File: config.mk
export PLATFORM = sky130hd
export DESIGN_NAME = bus_initiator
export DESIGN_NICKNAME = d
export VERILOG_FILES = /design/src/rtl/bus_initiator.sv
export SDC_FILE = /design/constraint.sdc
export NUM_CORES = 1
export LEC_CHECK = 0
export BUFFER_PORTS_ARGS = -buffer_cell sky130_fd_sc_hd__clkbuf_2
export CAP_MARGIN = 10
export CORE_MARGIN = 2
export CORE_UTILIZATION = 30
export CTS_CLUSTER_SIZE = 24
export DETAILED_ROUTE_END_ITERATION = 10
export SETUP_SLACK_MARGIN = 0.05
export SYNTH_ARGS = -nofsm -noshare
export SYNTH_HDL_FRONTEND = slang
export SYNTH_SLANG_ARGS = --single-unit
File: constraint.sdc
create_clock -name clk -period 2.8 [get_ports clk]
set_clock_uncertainty 0.15 [all_clocks]
set_input_delay 0.14 -clock clk [delete_from_list [all_inputs] [get_ports clk]]
set_output_delay 0.14 -clock clk [all_outputs]
set_load 0.05 [all_outputs]
File: src/rtl/bus_initiator.sv
// Single-outstanding initiator for the AZPR peripheral bus: turns one host
// command into one cs_/as_ access, then holds the response until the host takes it.
module bus_initiator #(
  parameter int ADDR_W  = 30,
  parameter int DATA_W  = 32,
  parameter int TIMEOUT = 255
) (
  input  logic              clk,
  input  logic              reset,
  input  logic              req_valid,
  output logic              req_ready,
  input  logic              req_rw,
  input  logic [ADDR_W-1:0] req_addr,
  input  logic [DATA_W-1:0] req_wdata,
  output logic              rsp_valid,
  input  logic              rsp_ready,
  output logic [DATA_W-1:0] rsp_rdata,
  output logic              rsp_err,
  output logic              cs_,
  output logic              as_,
  output logic              rw,
  output logic [ADDR_W-1:0] addr,
  output logic [DATA_W-1:0] wr_data,
  input  logic [DATA_W-1:0] rd_data,
  input  logic              rdy_
);

  // Handshakes: a transfer happens on a posedge where valid and ready are both 1;
  // valid and its payload stay stable until that edge, ready may change freely.
  typedef enum logic [1:0] {
    ST_IDLE   = 2'd0,
    ST_ACCESS = 2'd1,
    ST_RESP   = 2'd2
  } state_e;

  // Last count value of an access; reaching it with rdy_ still high aborts.
  localparam logic [15:0] CNT_LAST = 16'(TIMEOUT - 1);

  state_e              state_q, state_d;
  logic [15:0]         count_q, count_d;
  logic                cs_q, cs_d;
  logic                as_q, as_d;
  logic                rw_q, rw_d;
  logic [ADDR_W-1:0]   addr_q, addr_d;
  logic [DATA_W-1:0]   wr_data_q, wr_data_d;
  logic                rsp_valid_q, rsp_valid_d;
  logic [DATA_W-1:0]   rsp_rdata_q, rsp_rdata_d;
  logic                rsp_err_q, rsp_err_d;

  always_ff @(posedge clk) begin
    if (reset) begin
      state_q     <= ST_IDLE;
      count_q     <= '0;
      cs_q        <= 1'b1;
      as_q        <= 1'b1;
      rw_q        <= 1'b1;
      addr_q      <= '0;
      wr_data_q   <= '0;
      rsp_valid_q <= 1'b0;
      rsp_rdata_q <= '0;
      rsp_err_q   <= 1'b0;
    end else begin
      state_q     <= state_d;
      count_q     <= count_d;
      cs_q        <= cs_d;
      as_q        <= as_d;
      rw_q        <= rw_d;
      addr_q      <= addr_d;
      wr_data_q   <= wr_data_d;
      rsp_valid_q <= rsp_valid_d;
      rsp_rdata_q <= rsp_rdata_d;
      rsp_err_q   <= rsp_err_d;
    end
  end

  always_comb begin
    state_d     = state_q;
    count_d     = count_q;
    cs_d        = cs_q;
    as_d        = as_q;
    rw_d        = rw_q;
    addr_d      = addr_q;
    wr_data_d   = wr_data_q;
    rsp_valid_d = rsp_valid_q;
    rsp_rdata_d = rsp_rdata_q;
    rsp_err_d   = rsp_err_q;
    unique case (state_q)
      ST_IDLE: begin
        if (req_valid) begin
          rw_d      = req_rw;
          addr_d    = req_addr;
          wr_data_d = req_wdata;
          cs_d      = 1'b0;
          as_d      = 1'b0;
          count_d   = '0;
          state_d   = ST_ACCESS;
        end
      end
      ST_ACCESS: begin
        // A ready on the final count still completes normally.
        if (!rdy_) begin
          rsp_rdata_d = rw_q ? rd_data : '0;
          rsp_err_d   = 1'b0;
          rsp_valid_d = 1'b1;
          cs_d        = 1'b1;
          as_d        = 1'b1;
          state_d     = ST_RESP;
        end else if (count_q == CNT_LAST) begin
          rsp_rdata_d = '0;
          rsp_err_d   = 1'b1;
          rsp_valid_d = 1'b1;
          cs_d        = 1'b1;
          as_d        = 1'b1;
          state_d     = ST_RESP;
        end else begin
          count_d = count_q + 16'd1;
        end
      end
      ST_RESP: begin
        // rdy_ is not looked at here, so a slave's trailing ready is dropped.
        if (rsp_ready) begin
          rsp_valid_d = 1'b0;
          state_d     = ST_IDLE;
        end
      end
      default: begin
        state_d = ST_IDLE;
      end
    endcase
  end

  assign req_ready = (state_q == ST_IDLE);
  assign rsp_valid = rsp_valid_q;
  assign rsp_rdata = rsp_rdata_q;
  assign rsp_err   = rsp_err_q;
  assign cs_       = cs_q;
  assign as_       = as_q;
  assign rw        = rw_q;
  assign addr      = addr_q;
  assign wr_data   = wr_data_q;

endmodule
; Yosys cells after proc, flatten, opt, wreduce, memory -nomap -nowiden
; Cells that the tools add are included.
[totals]
reg_bits = 116
inputBits = 100
out_inout_bits = 100
elab_cells = 47
[classes]
addsub = 1
eq_ne = 9
n_mux = 19
n_reduce_logical = 9
[op_table]
columns = cell, n
row1 = 32-bit two-way mux, 3
row2 = 16-bit two-way mux, 3
row3 = 16-bit case mux with 2 select lines, 1
row4 = 16-bit by 1-bit adder with 16-bit output (second input constant), 1
row5 = 16-bit by 8-bit == test with 1-bit output (second input constant), 1
row6 = 3-bit AND reduction, 3
row7 = 2-bit two-way mux, 4
row8 = 2-bit inequality test (second input constant), 4
row9 = 2-bit case mux with 3 select lines, 1
row10 = 1-bit two-way mux, 5
row11 = 1-bit case mux with 2 select lines, 2
row12 = 2-bit AND reduction, 2
row13 = 4-bit AND reduction, 1
row14 = 2-bit nonzero test, 2
row15 = 3-bit inequality test (second input constant), 1
row16 = 2-bit by 1-bit == test with 1-bit output (second input constant), 1
row17 = 2-bit == test (second input constant), 1
row18 = 2-bit logical NOT, 1
row19 = 2-bit by 1-bit inequality test with 1-bit output (second input constant), 1

; Depth between registers and ports, before layout
[logic_depth]
word_depth = 4
mapped_depth = 8
ltp_nobuf = 6

; Least setup slack after synthesis
; OpenSTA, ideal clock, no wires.
[synth_timing]
kind = register to register
from = register state_q[0]
to = register count_q[10]
setup_time_ns = 0.128
arrival_ns = 1.918
required_ns = 2.522
path_slack_ns = 0.604
path_stages_with_launch = 8
n_path_buf = 3
period_less_slack_ns = 2.196
cell_sequence = dfxtp_1 buf_4 nor2_1 nand2_1 clkbuf_1 nand2_1 clkbuf_1 nor2_1
[synth_via]
elab_chain_len = 3
word_cells_on_any_way = 8
cone_classes = 4 x eq/ne / 1 x mux / 3 x reduce/logical
[synth_rtl]
columns = element, line
row1 = from (decl), 39  ; state_e state_q, state_d;
row2 = from (signal assigned), 63  ; state_q <= state_d;
row3 = 2-bit logical NOT (*), -
row4 = named net req_ready, 11  ; output logic req_ready,
row5 = 2-bit inequality test (no line) or 2-bit nonzero test (tied branches), -
row6 = 4-bit AND reduction (no line), -
row7 = to (signal assigned), 64  ; count_q <= count_d;
row8 = to (decl), 40  ; logic [15:0] count_q, count_d;
; The timed path passes the listed nets; every way through them passes the cells marked *.
; A chain may end at the register's enable or synchronous reset.

; Final worst setup path
[layout_timing]
from = register state_q[0]
to = register rsp_rdata_q[6] (netlist: rsp_rdata[6])
[layout_via]
elab_chain_len = 2
[layout_rtl]
columns = element, line
row1 = 2-bit by 1-bit == test with 1-bit output, 87  ; unique case (state_q)
row2 = 2-bit AND reduction (no line), -
row3 = to (signal assigned), 71  ; rsp_rdata_q <= rsp_rdata_d;
row4 = to (decl), 47  ; logic [DATA_W-1:0] rsp_rdata_q, rsp_rdata_d;
; No other way between the ends.

==> metrics.md <==
| Metric | Value |
|---|---|
| Iter 0 DRT Violations | `176` |
| Post-route setup slack | `0.5048 ns` |
| Largest net degree at the start of global routing | `75` |
| Yosys warns | `0` |
| Diode count | `0` |
| Critical setup path kind | `reg2reg` |
| CP Buf/Inv Count | `0` |
| Setup TNS | `0 ns` |
| Post-CTS Setup Bufs | `0` |
| H-tree depth | `4` |
| Max-slew headroom at the worst pin | `0.2444` |
| Unrepaired setup endpoints after global routing | `false` |
| Syn_nets | `580` |
| Pre-CTS WS | `0.5181 ns` |
| Period utilisation layout | `0.8197` |
| Initial antenna violation count | `0` |
| Core area | `0.01388 mm^2` |
| Top cells by area, synth | `dfxtp_1, nand2_1, a21oi_1, a32o_1, clkbuf_1` |
| Crit-path slowest cell | `and4_1` |
| Cells along the critical path | `and2b_1 > and4_1 > a32o_1` |
| Crit path max-delay family | `simple AND/OR/NAND/NOR gates` |
| Most frequent cell after synthesis | `nand2_1` |
| Unique masters post-synth | `36` |
| Site row count | `43` |
| Sinks on Clock Net | `116` |
| WL/cell | `13.65 um` |
| Remaining Overflow, GRT | `0` |
| Crit path from | `state_q[0]` |
| Data required, critical path | `2.99 ns` |
| Commonest cells in the netlist | `nand2_1, dfxtp_1, a21oi_1` |
| Post-CTS sizing | `0` |
| Arrival @ worst endpoint | `2.49 ns` |
| Post-route ant nets | `0` |
| Chip width | `123.3 um` |
| Reg2reg end | `rsp_rdata[6]` |
| All-layer global routing usage | `0.1698` |
| Final setup fails | `0` |
| Routed WL | `13.01 mm` |
| Crit-path max cell delay | `1.00 ns` |
| HP Class | `in2reg` |
| DIE HEIGHT | `123.3 um` |
| Post-Synthesis Cells | `478` |
| Worst slew pin tran | `1.133 ns` |
| RR Startpoint | `state_q[0]` |
| Pleak | `0.003067 uW` |
| Type of origin of the critical path | `flip-flop` |
| Worst Path Max Fanout | `32` |
| R2r setup slk | `0.50 ns` |
| Pwr dens | `707.2 mW/mm^2` |
| # Max-Cap Violations | `0` |
| Clk root buf | `clkbuf_16` |
| Max Clk Rate | `435.7 MHz` |
| Hold path cells | `4` |
| DPL Wire Length | `8.063 mm` |
| Total number of vias | `4533` |
| Cts hold-fix bufs | `97` |
| Peak supply drop | `382.2 uV` |
| CTS tree | `built` |
| Vias in the first global route | `4471` |
| First-pass GRT wire length | `20.31 mm` |
| Share of layout cells above drive strength 1 | `0.3157` |
| EDFF count, synth | `0` |
| Clk Latency, worst-skew pair | `0.41 ns` |
| # port buffers | `199` |
| Sequential element share of the synthesized area | `0.5440` |
| # IOs | `200` |
| Clk pin slew, worst setup/hold paths | `0.05 ns` |
| Hold path endpoint | `state_q[0]` |
| Final #Nets | `862` |
| Effective utilization at floorplan | `0.3076` |
| Cell Area, Synth | `0.004269 mm^2` |
| Vias/cell | `4.757` |
| Routability congestion estimate | `0.7949` |
| Outcome | `completed` |
| Cell taking the most area after synthesis | `dfxtp_1` |
| CTS Buf Count | `17` |
| Syn Area/Cell | `8.931 um^2` |
| Reg2reg path depth | `3` |
| Async set-reset flop share out of synthesis | `0` |
| Post-synth top flop | `dfxtp_1` |
| # DRC | `0` |
| Crit path time final | `2.295 ns` |
| Critical Path End Type | `flip-flop` |
| Area Overhead vs Synth | `64.30%` |
| Synthesized flop and latch total | `116` |
| Hold path start | `req_valid` |
| Initial DRT Pass Iterations | `4` |
| Hold Vio Cnt, Final | `0` |
| Top cell type's share of synthesized area | `0.5440` |
| Max Buffers Root-to-Sink | `2` |
| Final count of pins violating max slew | `0` |
| Die area | `0.01520 mm^2` |
worst register-to-register path, stage by stage, from the launching register on:
cell and delay [ns]:
dfxtp_1 0.47, and2b_1 0.36, and4_1 1.00, a32o_1 0.25
worst max path at each step:
stage | endpoint | slack (ns) | depth (start not counted)
6_report | rsp_rdata[6] | 0.50 | 3
5_1_grt | rsp_rdata[23] | 0.36 | 3
4_1_cts | rsp_rdata[6] | 0.50 | 3
3_5_place_dp | rsp_rdata[6] | 0.52 | 3
3_3_place_gp | rsp_rdata[4] | 0.66 | 3
2_1_floorplan | count_q[10] | 0.60 | 7
sequential cells by signal, indices dropped and copies added (netlist names), 2 cells and up:
| signal | count |
|---|---|
| state_q | 2 |
| count_q | 16 |
| addr | 30 |
| wr_data | 32 |
| rsp_rdata | 32 |
power by group:
group          leakage (uW)  internal, uW  switching (uW)
Sequential         0.000947          1730            47.0
Clock              0.000313          1610             799
Combinational       0.00181           260             509
stage by stage:
stage,hold WS [ns],instance area [um^2],total power (uW),cells,util
floorplan,0.1143,4269,2270,478,-
finish,0.06209,7014,4960,953,0.5053
detailed placement,0.2068,5379,2474,824,0.3875
CTS,0.06524,7014,5011,953,0.5053
global placement,0.2027,5379,2462,824,0.3875
global route,0.1226,7014,5155,953,0.5053
layout make-up:
| type | count | area (um^2) |
|---|---|---|
| multi-input combinational | 315 | 1735 |
| clock buffer | 18 | 439.2 |
| sequential | 116 | 2322 |
| clock inverter | 14 | 225.2 |
| fill | 1245 | 6867 |
| inverter | 8 | 30.03 |
| timing repair buffer | 302 | 2037 |
| tap | 180 | 225.2 |
cells in the final DEF, fill, tap and decap left out, types with 3 or more instances in the layout:
| master | count |
|---|---|
| a21oi_1 | 75 |
| a32o_1 | 32 |
| and4_1 | 4 |
| buf_4 | 4 |
| bufinv_16 | 5 |
| clkbuf_16 | 17 |
| clkbuf_2 | 199 |
| clkinv_4 | 4 |
| clkinvlp_4 | 3 |
| dfxtp_1 | 116 |
| dlygate4sd3_1 | 97 |
| inv_1 | 7 |
| mux2i_1 | 3 |
| nand2_1 | 133 |
| nand3_1 | 8 |
| nand4_1 | 5 |
| nor2_1 | 6 |
| nor3_1 | 3 |
| nor4_1 | 4 |
| o31ai_1 | 8 |
| or3_1 | 5 |
| or4_1 | 7 |
cell families (layout without fill, tap and decap cells):
kind of cell             after synthesis  count (layout)  synth area share
flip-flops                           116             116            0.5440
AO/OA/AOI/OAI                        120             120            0.1846
buffers and inverters                 47             342           0.05129
adder cells (fa/ha/maj)                2               2          0.005861
XOR/XNOR                               2               2          0.004104
multiplexers                           5               5           0.01231
AND/OR/NAND/NOR                      186             186            0.1978
metal layers:
| layer | wire length [um] | up-vias | global-route usage |
|---|---|---|---|
| met1 | 5212 | 2101 | 0.1776 |
| met4 | 126 | 0 | 0.05966 |
| met5 | 0 | - | 0 |
| met2 | 6651 | 174 | 0.3032 |
| met3 | 1020 | 12 | 0.07196 |
| li1 | - | 2246 | - |
Power figures use the tool's default switching activity.
